[src/rtl/exception_pkg.sv]
// rtl/exception_pkg.sv - shared state/cause types and ALU flag positions for exception_ctrl
package exception_pkg;

  // Controller sequencing: entry flush, vector redirect, then wait for ERET.
  typedef enum logic [1:0] {
    IDLE     = 2'd0,
    FLUSH    = 2'd1,
    REDIRECT = 2'd2,
    HANDLER  = 2'd3
  } state_e;

  typedef enum logic [1:0] {
    CAUSE_NONE = 2'd0,
    CAUSE_PC   = 2'd1,
    CAUSE_OVF  = 2'd2,
    CAUSE_DIVZ = 2'd3
  } cause_e;

  localparam int ALU_OVF_BIT  = 0;
  localparam int ALU_DIVZ_BIT = 1;

endpackage

[src/rtl/exception_ctrl_if.sv]
// rtl/exception_ctrl_if.sv - pipeline-facing signal bundle of exception_ctrl
// master: pipeline side (drives fault inputs, eret, enable writes)
// slave : exception_ctrl (drives flush/redirect/epc/cause/status)
// exc_count is present only when EXC_COUNT_EN is defined.
interface exception_ctrl_if #(
  parameter int PC_W = 32
);
  logic            instr_valid;
  logic            pc_exception;
  logic [7:0]      alu_status;
  logic [PC_W-1:0] fault_pc;
  logic            eret;
  logic            exc_en_wr;
  logic            exc_en_din;
  logic            exc_flush;
  logic            pc_redirect;
  logic [PC_W-1:0] redirect_addr;
  logic [PC_W-1:0] epc;
  logic [1:0]      cause;
  logic            in_handler;
  logic            missed;
`ifdef EXC_COUNT_EN
  logic [15:0]     exc_count;
`endif

  modport master (
    output instr_valid, pc_exception, alu_status, fault_pc, eret, exc_en_wr, exc_en_din,
    input  exc_flush, pc_redirect, redirect_addr, epc, cause, in_handler, missed
`ifdef EXC_COUNT_EN
    , exc_count
`endif
  );

  modport slave (
    input  instr_valid, pc_exception, alu_status, fault_pc, eret, exc_en_wr, exc_en_din,
    output exc_flush, pc_redirect, redirect_addr, epc, cause, in_handler, missed
`ifdef EXC_COUNT_EN
    , exc_count
`endif
  );

endinterface

[src/rtl/exc_cause_enc.sv]
// rtl/exc_cause_enc.sv - priority encoder from fault sources to exception cause
// pc_exception_i : PC fault (highest priority)
// alu_status_i   : ALU flags, overflow then divide-by-zero; upper bits unused
// cause_o        : encoded cause, CAUSE_NONE when no source is active
module exc_cause_enc
  import exception_pkg::*;
(
  input  logic       pc_exception_i,
  input  logic [7:0] alu_status_i,
  output cause_e     cause_o
);

  always_comb begin
    cause_o = CAUSE_NONE;
    if (pc_exception_i) begin
      cause_o = CAUSE_PC;
    end else if (alu_status_i[ALU_OVF_BIT]) begin
      cause_o = CAUSE_OVF;
    end else if (alu_status_i[ALU_DIVZ_BIT]) begin
      cause_o = CAUSE_DIVZ;
    end
  end

  logic [5:0] unused_alu_flags;
  assign unused_alu_flags = alu_status_i[7:2];

endmodule

[src/rtl/exception_ctrl.sv]
// rtl/exception_ctrl.sv - exception entry/return sequencer: EPC/cause capture, flush, redirect
// clk, rst_n : clock, asynchronous active-low reset
// bus        : exception_ctrl_if slave (fault inputs in; flush, redirect, epc, cause,
//              in_handler, missed out; exc_count out when EXC_COUNT_EN is defined)
// Optional: EXC_COUNT_EN adds a saturating 16-bit taken-exception counter.
module exception_ctrl
  import exception_pkg::*;
#(
  parameter int              PC_W         = 32,
  parameter logic [PC_W-1:0] VECTOR_ADDR  = PC_W'(32'h0000_0080),
  parameter int              FLUSH_CYCLES = 2
) (
  input  logic              clk,
  input  logic              rst_n,
  exception_ctrl_if.slave   bus
);

  // Counter is loaded with the last index at capture, so exc_flush spans FLUSH_CYCLES cycles.
  localparam logic [3:0] FLUSH_LAST = 4'(FLUSH_CYCLES - 1);

  state_e          state_q;
  logic [3:0]      flush_cnt_q;
  logic            exc_en_q;
  logic [PC_W-1:0] epc_q;
  logic [1:0]      cause_q;
  logic            in_handler_q;
  logic            missed_q;
  logic            exc_flush_q;
  logic            pc_redirect_q;
  logic [PC_W-1:0] redirect_addr_q;
`ifdef EXC_COUNT_EN
  logic [15:0]     exc_count_q;
`endif

  cause_e enc_cause;
  logic   exc_req;

  exc_cause_enc u_cause_enc (
    .pc_exception_i (bus.pc_exception),
    .alu_status_i   (bus.alu_status),
    .cause_o        (enc_cause)
  );

  assign exc_req = bus.instr_valid & exc_en_q & (enc_cause != CAUSE_NONE);

  always_ff @(posedge clk or negedge rst_n) begin
    if (!rst_n) begin
      state_q         <= IDLE;
      flush_cnt_q     <= '0;
      exc_en_q        <= 1'b1;
      epc_q           <= '0;
      cause_q         <= CAUSE_NONE;
      in_handler_q    <= 1'b0;
      missed_q        <= 1'b0;
      exc_flush_q     <= 1'b0;
      pc_redirect_q   <= 1'b0;
      redirect_addr_q <= '0;
`ifdef EXC_COUNT_EN
      exc_count_q     <= '0;
`endif
    end else begin
      // Redirect is a one-cycle strobe; the address bus idles at zero.
      pc_redirect_q   <= 1'b0;
      redirect_addr_q <= '0;

      if (bus.exc_en_wr) begin
        exc_en_q <= bus.exc_en_din;
      end

      case (state_q)
        IDLE: begin
          if (exc_req) begin
            state_q      <= FLUSH;
            epc_q        <= bus.fault_pc;
            cause_q      <= enc_cause;
            in_handler_q <= 1'b1;
            missed_q     <= 1'b0;
            exc_flush_q  <= 1'b1;
            flush_cnt_q  <= FLUSH_LAST;
`ifdef EXC_COUNT_EN
            if (exc_count_q != 16'hFFFF) begin
              exc_count_q <= exc_count_q + 16'd1;
            end
`endif
          end
        end
        FLUSH: begin
          if (exc_req) begin
            missed_q <= 1'b1;
          end
          if (flush_cnt_q == 4'd0) begin
            exc_flush_q     <= 1'b0;
            pc_redirect_q   <= 1'b1;
            redirect_addr_q <= VECTOR_ADDR;
            state_q         <= REDIRECT;
          end else begin
            flush_cnt_q <= flush_cnt_q - 4'd1;
          end
        end
        REDIRECT: begin
          if (exc_req) begin
            missed_q <= 1'b1;
          end
          state_q <= HANDLER;
        end
        HANDLER: begin
          // A fault that arrives alongside ERET is still lost: the return takes priority.
          if (exc_req) begin
            missed_q <= 1'b1;
          end
          if (bus.eret) begin
            pc_redirect_q   <= 1'b1;
            redirect_addr_q <= epc_q;
            in_handler_q    <= 1'b0;
            state_q         <= IDLE;
          end
        end
        default: state_q <= IDLE;
      endcase
    end
  end

  assign bus.exc_flush     = exc_flush_q;
  assign bus.pc_redirect   = pc_redirect_q;
  assign bus.redirect_addr = redirect_addr_q;
  assign bus.epc           = epc_q;
  assign bus.cause         = cause_q;
  assign bus.in_handler    = in_handler_q;
  assign bus.missed        = missed_q;
`ifdef EXC_COUNT_EN
  assign bus.exc_count     = exc_count_q;
`endif

endmodule

[src/flat_wrapper.sv]
// flat-port wrapper written by rule: the top's interface ports become plain ports
module exception_ctrl_flat import exception_pkg::*;
#(
  parameter int              PC_W         = 32,
  parameter logic [PC_W-1:0] VECTOR_ADDR  = PC_W'(32'h0000_0080),
  parameter int              FLUSH_CYCLES = 2
)
  (clk, rst_n, bus_instr_valid, bus_pc_exception, bus_alu_status, bus_fault_pc, bus_eret, bus_exc_en_wr, bus_exc_en_din, bus_exc_flush, bus_pc_redirect, bus_redirect_addr, bus_epc, bus_cause, bus_in_handler, bus_missed);
  exception_ctrl_if #(.PC_W(PC_W)) bus_i ();
  input  logic clk;
  input  logic rst_n;
  input wire logic [$bits(bus_i.instr_valid)-1:0] bus_instr_valid;
  input wire logic [$bits(bus_i.pc_exception)-1:0] bus_pc_exception;
  input wire logic [$bits(bus_i.alu_status)-1:0] bus_alu_status;
  input wire logic [$bits(bus_i.fault_pc)-1:0] bus_fault_pc;
  input wire logic [$bits(bus_i.eret)-1:0] bus_eret;
  input wire logic [$bits(bus_i.exc_en_wr)-1:0] bus_exc_en_wr;
  input wire logic [$bits(bus_i.exc_en_din)-1:0] bus_exc_en_din;
  output wire logic [$bits(bus_i.exc_flush)-1:0] bus_exc_flush;
  output wire logic [$bits(bus_i.pc_redirect)-1:0] bus_pc_redirect;
  output wire logic [$bits(bus_i.redirect_addr)-1:0] bus_redirect_addr;
  output wire logic [$bits(bus_i.epc)-1:0] bus_epc;
  output wire logic [$bits(bus_i.cause)-1:0] bus_cause;
  output wire logic [$bits(bus_i.in_handler)-1:0] bus_in_handler;
  output wire logic [$bits(bus_i.missed)-1:0] bus_missed;
  assign bus_i.instr_valid = bus_instr_valid;
  assign bus_i.pc_exception = bus_pc_exception;
  assign bus_i.alu_status = bus_alu_status;
  assign bus_i.fault_pc = bus_fault_pc;
  assign bus_i.eret = bus_eret;
  assign bus_i.exc_en_wr = bus_exc_en_wr;
  assign bus_i.exc_en_din = bus_exc_en_din;
  assign bus_exc_flush = bus_i.exc_flush;
  assign bus_pc_redirect = bus_i.pc_redirect;
  assign bus_redirect_addr = bus_i.redirect_addr;
  assign bus_epc = bus_i.epc;
  assign bus_cause = bus_i.cause;
  assign bus_in_handler = bus_i.in_handler;
  assign bus_missed = bus_i.missed;
  exception_ctrl #(.PC_W(PC_W), .VECTOR_ADDR(VECTOR_ADDR), .FLUSH_CYCLES(FLUSH_CYCLES)) u_core (.clk(clk), .rst_n(rst_n), .bus(bus_i));
endmodule
[config.mk]
export PLATFORM = sky130hd
export DESIGN_NAME = exception_ctrl_flat
export DESIGN_NICKNAME = d
export VERILOG_FILES = /design/src/rtl/exception_pkg.sv /design/src/rtl/exception_ctrl_if.sv /design/src/rtl/exc_cause_enc.sv /design/src/rtl/exception_ctrl.sv /design/src/flat_wrapper.sv
export SDC_FILE = /design/constraint.sdc
export NUM_CORES = 1
export LEC_CHECK = 0
export ABC_CLOCK_PERIOD_IN_PS = 3000
export CAP_MARGIN = 20
export CORE_AREA = 2 2 88 90
export CTS_BUF_LIST = sky130_fd_sc_hd__clkbuf_4
export DETAILED_ROUTE_END_ITERATION = 10
export DIE_AREA = 0 0 90 92
export PLACE_DENSITY = 0.78
export SLEW_MARGIN = 20
export SYNTH_ARGS = -nofsm -noshare
export SYNTH_HDL_FRONTEND = slang
export SYNTH_SLANG_ARGS = --single-unit
[constraint.sdc]
create_clock -name clk -period 3 [get_ports clk]
set_input_delay 0.6 -clock clk [delete_from_list [all_inputs] [get_ports clk]]
set_output_delay 0.6 -clock clk [all_outputs]
set_load 0.01 [all_outputs]
==> summary.txt <==
Run status
  • Status: completed

Floorplan
  • Die Span Y: 92 um
  • I/O pins: between 100 and 150
  • Full die area: ~0.0083 mm2
  • CORE AREA: 0.00745 mm2
  • Starting Density: between 40 and 50%
  • Row count: 32
  • Die X: approximately 90 um

Cells and area
  • Register Area: just under 0.002 mm2
  • FILL cells: about 640
  • Most common cell after layout, fill and taps aside: clkdlybuf4s50_1
  • Final instance area: about 0.0044 mm2
  • Share of layout cells above drive strength 1: 16.1%
  • Commonest cells after routing, fill and taps aside: clkdlybuf4s50_1, dfrtp_1, and3_1, mux2_2, clkbuf_4
  • Final nets: around 380
  • Multi-input logic area: ~1000 um2
  • Layout area overhead: 45.1%
  • # diodes: 0

Synthesis
  • Mapped cell area: approximately 0.003 mm2
  • Synth Instances: about 220
  • Synthesis Warnings: 0
  • FFs w/ async S/R, synth: 100%
  • Syn avg cell area: 13.9 um2
  • Main synth FF type: dfrtp_1
  • Yosys reg bits: 77
  • Post-Syn Nets: between 200 and 300
  • Seq/Total Area, Yosys: between 60% and 70%
  • EDFF count, synth: 0
  • Post-synth cell types: 37

Critical path
  • R2R cell count: 6
  • R2R setup slack: approximately 0.7 ns
  • CP Class: register to register
  • Crit-path max FO: 22
  • Kind of end point of the critical path: register
  • WP data arrival: 2.59 ns
  • Worst EP required: approximately 3.3 ns
  • Worst R2R End: u_core.bus.epc[1]
  • Setup crit start kind: register
  • FF-to-FF Start: u_core.state_q[0]

STA
  • Period utilization: roughly three quarters
  • Worst Max-Slew Pin Slew: about 0.93 ns
  • Endpoints failing setup: 0
  • Clock Skews: 0.0111 ns
  • Period minus WS final: between 2 and 2.5 ns
  • Setup ws final: 0.712 ns
  • Fmax: 437 MHz
  • Slew Limit Fails: 0
  • RSZ-0062 raised after global routing: false
  • Slew Limit Headroom: a little under two fifths
  • Setup_tns: 0 ns
  • Endpoints failing hold: 0
  • Smallest hold slack: about 0.33 ns

Run
  • Max_cap viols: 0

Place
  • HPWL after DPL: around 4.4 mm
  • Port Buf Inserts: 110
  • Gpl congestion: 0.808
  • Placed Area: about 0.0042 mm2
  • Dpl ws: between 0.4 and 0.5 ns

Routing
  • DR vias: ~2100
  • DR DRC count: 0
  • Detail Route Antenna Nets: 0
  • Wire per inst: ~15 um
  • WL final: between 6 and 7 mm
  • DRT iter0 DRCs: a little under 80
  • Vias per cell: 4.88
  • DR pass1 iterations: 4

Global routing
  • Grt ovf: 0
  • Largest net degree at the start of global routing: between 70 and 80
  • M3 GR Usage: between 4 and 5%
  • Vias in the first global route: 2191
  • Global-route wire length before repair: 10.8 mm
  • Met1 usage: between 20% and 30%
  • Met2 usage: around 28%
  • Initial antenna violation count: 0
  • GRT busiest layer: met2
  • GRT Util Overall: between 10% and 20%

CTS
  • CTS Buf Count: 9
  • Hold_buf cts: 0
  • Clock buffer depth: 2
  • Clock sink total: 77
  • H-tree depth: 3
  • TritonCTS clock tree: done
  • Post-CTS setup buffers: 0
  • Clock-pin slew on the worst setup and hold paths: 0.12 ns
  • CTS root buf: clkbuf_4
  • Skew-Pair Late Insertion Delay: roughly 0.41 ns
  • Post-cts repair resize count: 0

Power
  • Tot Pwr: about 4.1 mW
  • Leakage: 2.05 nW
  • Pwr/cell area: 935 mW/mm2
  • Worst IR drop on VDD: about 0.00042 V

Worst hold path
  • Hold WC Path Type: primary input to async pin
metrics by stage:
step                      utilization, %  cells
after global routing                58.9    437
after floorplan                        -    218
after global placement              56.5    421
after CTS                           58.9    437
final                               58.9    437
after detailed placement            56.5    421
flip-flops by register name, indices dropped and copies added, names as in the netlist:
register                  count
u_core.state_q                2
u_core.exc_en_q               1
u_core.bus.missed             1
u_core.bus.cause              2
u_core.flush_cnt_q            4
u_core.bus.pc_redirect        1
u_core.bus.epc               32
u_core.bus.redirect_addr     32
u_core.bus.in_handler         1
u_core.bus.exc_flush          1
report_power, final:
part | internal (mW) | leakage, nW | switching, mW
registers | 1.41 | 0.978 | 0.239
clock network | 0.417 | 0.0896 | 0.349
logic | 0.998 | 0.981 | 0.690
cells in the mapped netlist (2+ instances only):
cell type	number	area, um2
and3_1	35	219
buf_2	2	10.0
o2bb2ai_1	2	17.5
clkbuf_1	8	30.0
a211o_1	3	26.3
mux2_2	30	338
mux2_1	4	45.0
nand2_1	7	26.3
nor3b_1	3	22.5
dfrtp_1	76	1900
nor2_1	5	18.8
a21oi_1	5	25.0
inv_1	6	22.5
buf_6	3	33.8
ha_1	7	87.6
metal layers:
layer,part of all wire (%),vias up
met5,0,-
met2,50,78
li1,-,998
met4,1.5,0
met3,6.9,10
met1,41,1045
worst max-delay path by stage:
stage                                startpoint                    end  slack, ns  cells after the start
final                         u_core.state_q[0]      u_core.bus.epc[1]       0.71                      6
after global routing          u_core.state_q[0]      u_core.bus.epc[1]       0.52                      6
after CTS                     u_core.state_q[0]      u_core.bus.epc[1]       0.69                      6
after detailed placement      bus_alu_status[1]  u_core.flush_cnt_q[0]       0.43                      4
after global placement        bus_alu_status[1]  u_core.flush_cnt_q[0]       0.46                      4
after floorplan           u_core.flush_cnt_q[0]      u_core.state_q[1]       1.14                      5
critical path: stages (launching register included):
cell	delay [ns]
dfrtp_1	0.42
inv_1	0.13
ha_1	0.44
and3_1	0.31
and2_1	0.17
buf_4	0.32
mux2_2	0.38
cell type report:
cell class | count | share of cell area (%)
sequential | 77 | 44.0
timing repair buffer | 114 | 25.7
multi-input combinational | 122 | 22.7
tap | 102 | 2.91
clock inverter | 7 | 2.60
clock buffer | 9 | 1.54
inverter | 6 | 0.514
logic make-up (layout without fill, tap and decap cells):
kind of cell | after synthesis | after routing | synth area share, %
buf+inv | 19 | 136 | 3.19
flops | 77 | 77 | 63.8
fa+ha+maj | 7 | 7 | 2.90
compound gates | 19 | 19 | 4.93
simple gates | 61 | 61 | 12.2
mux | 35 | 35 | 13.0
No activity file was read; power rests on OpenSTA's default activity.
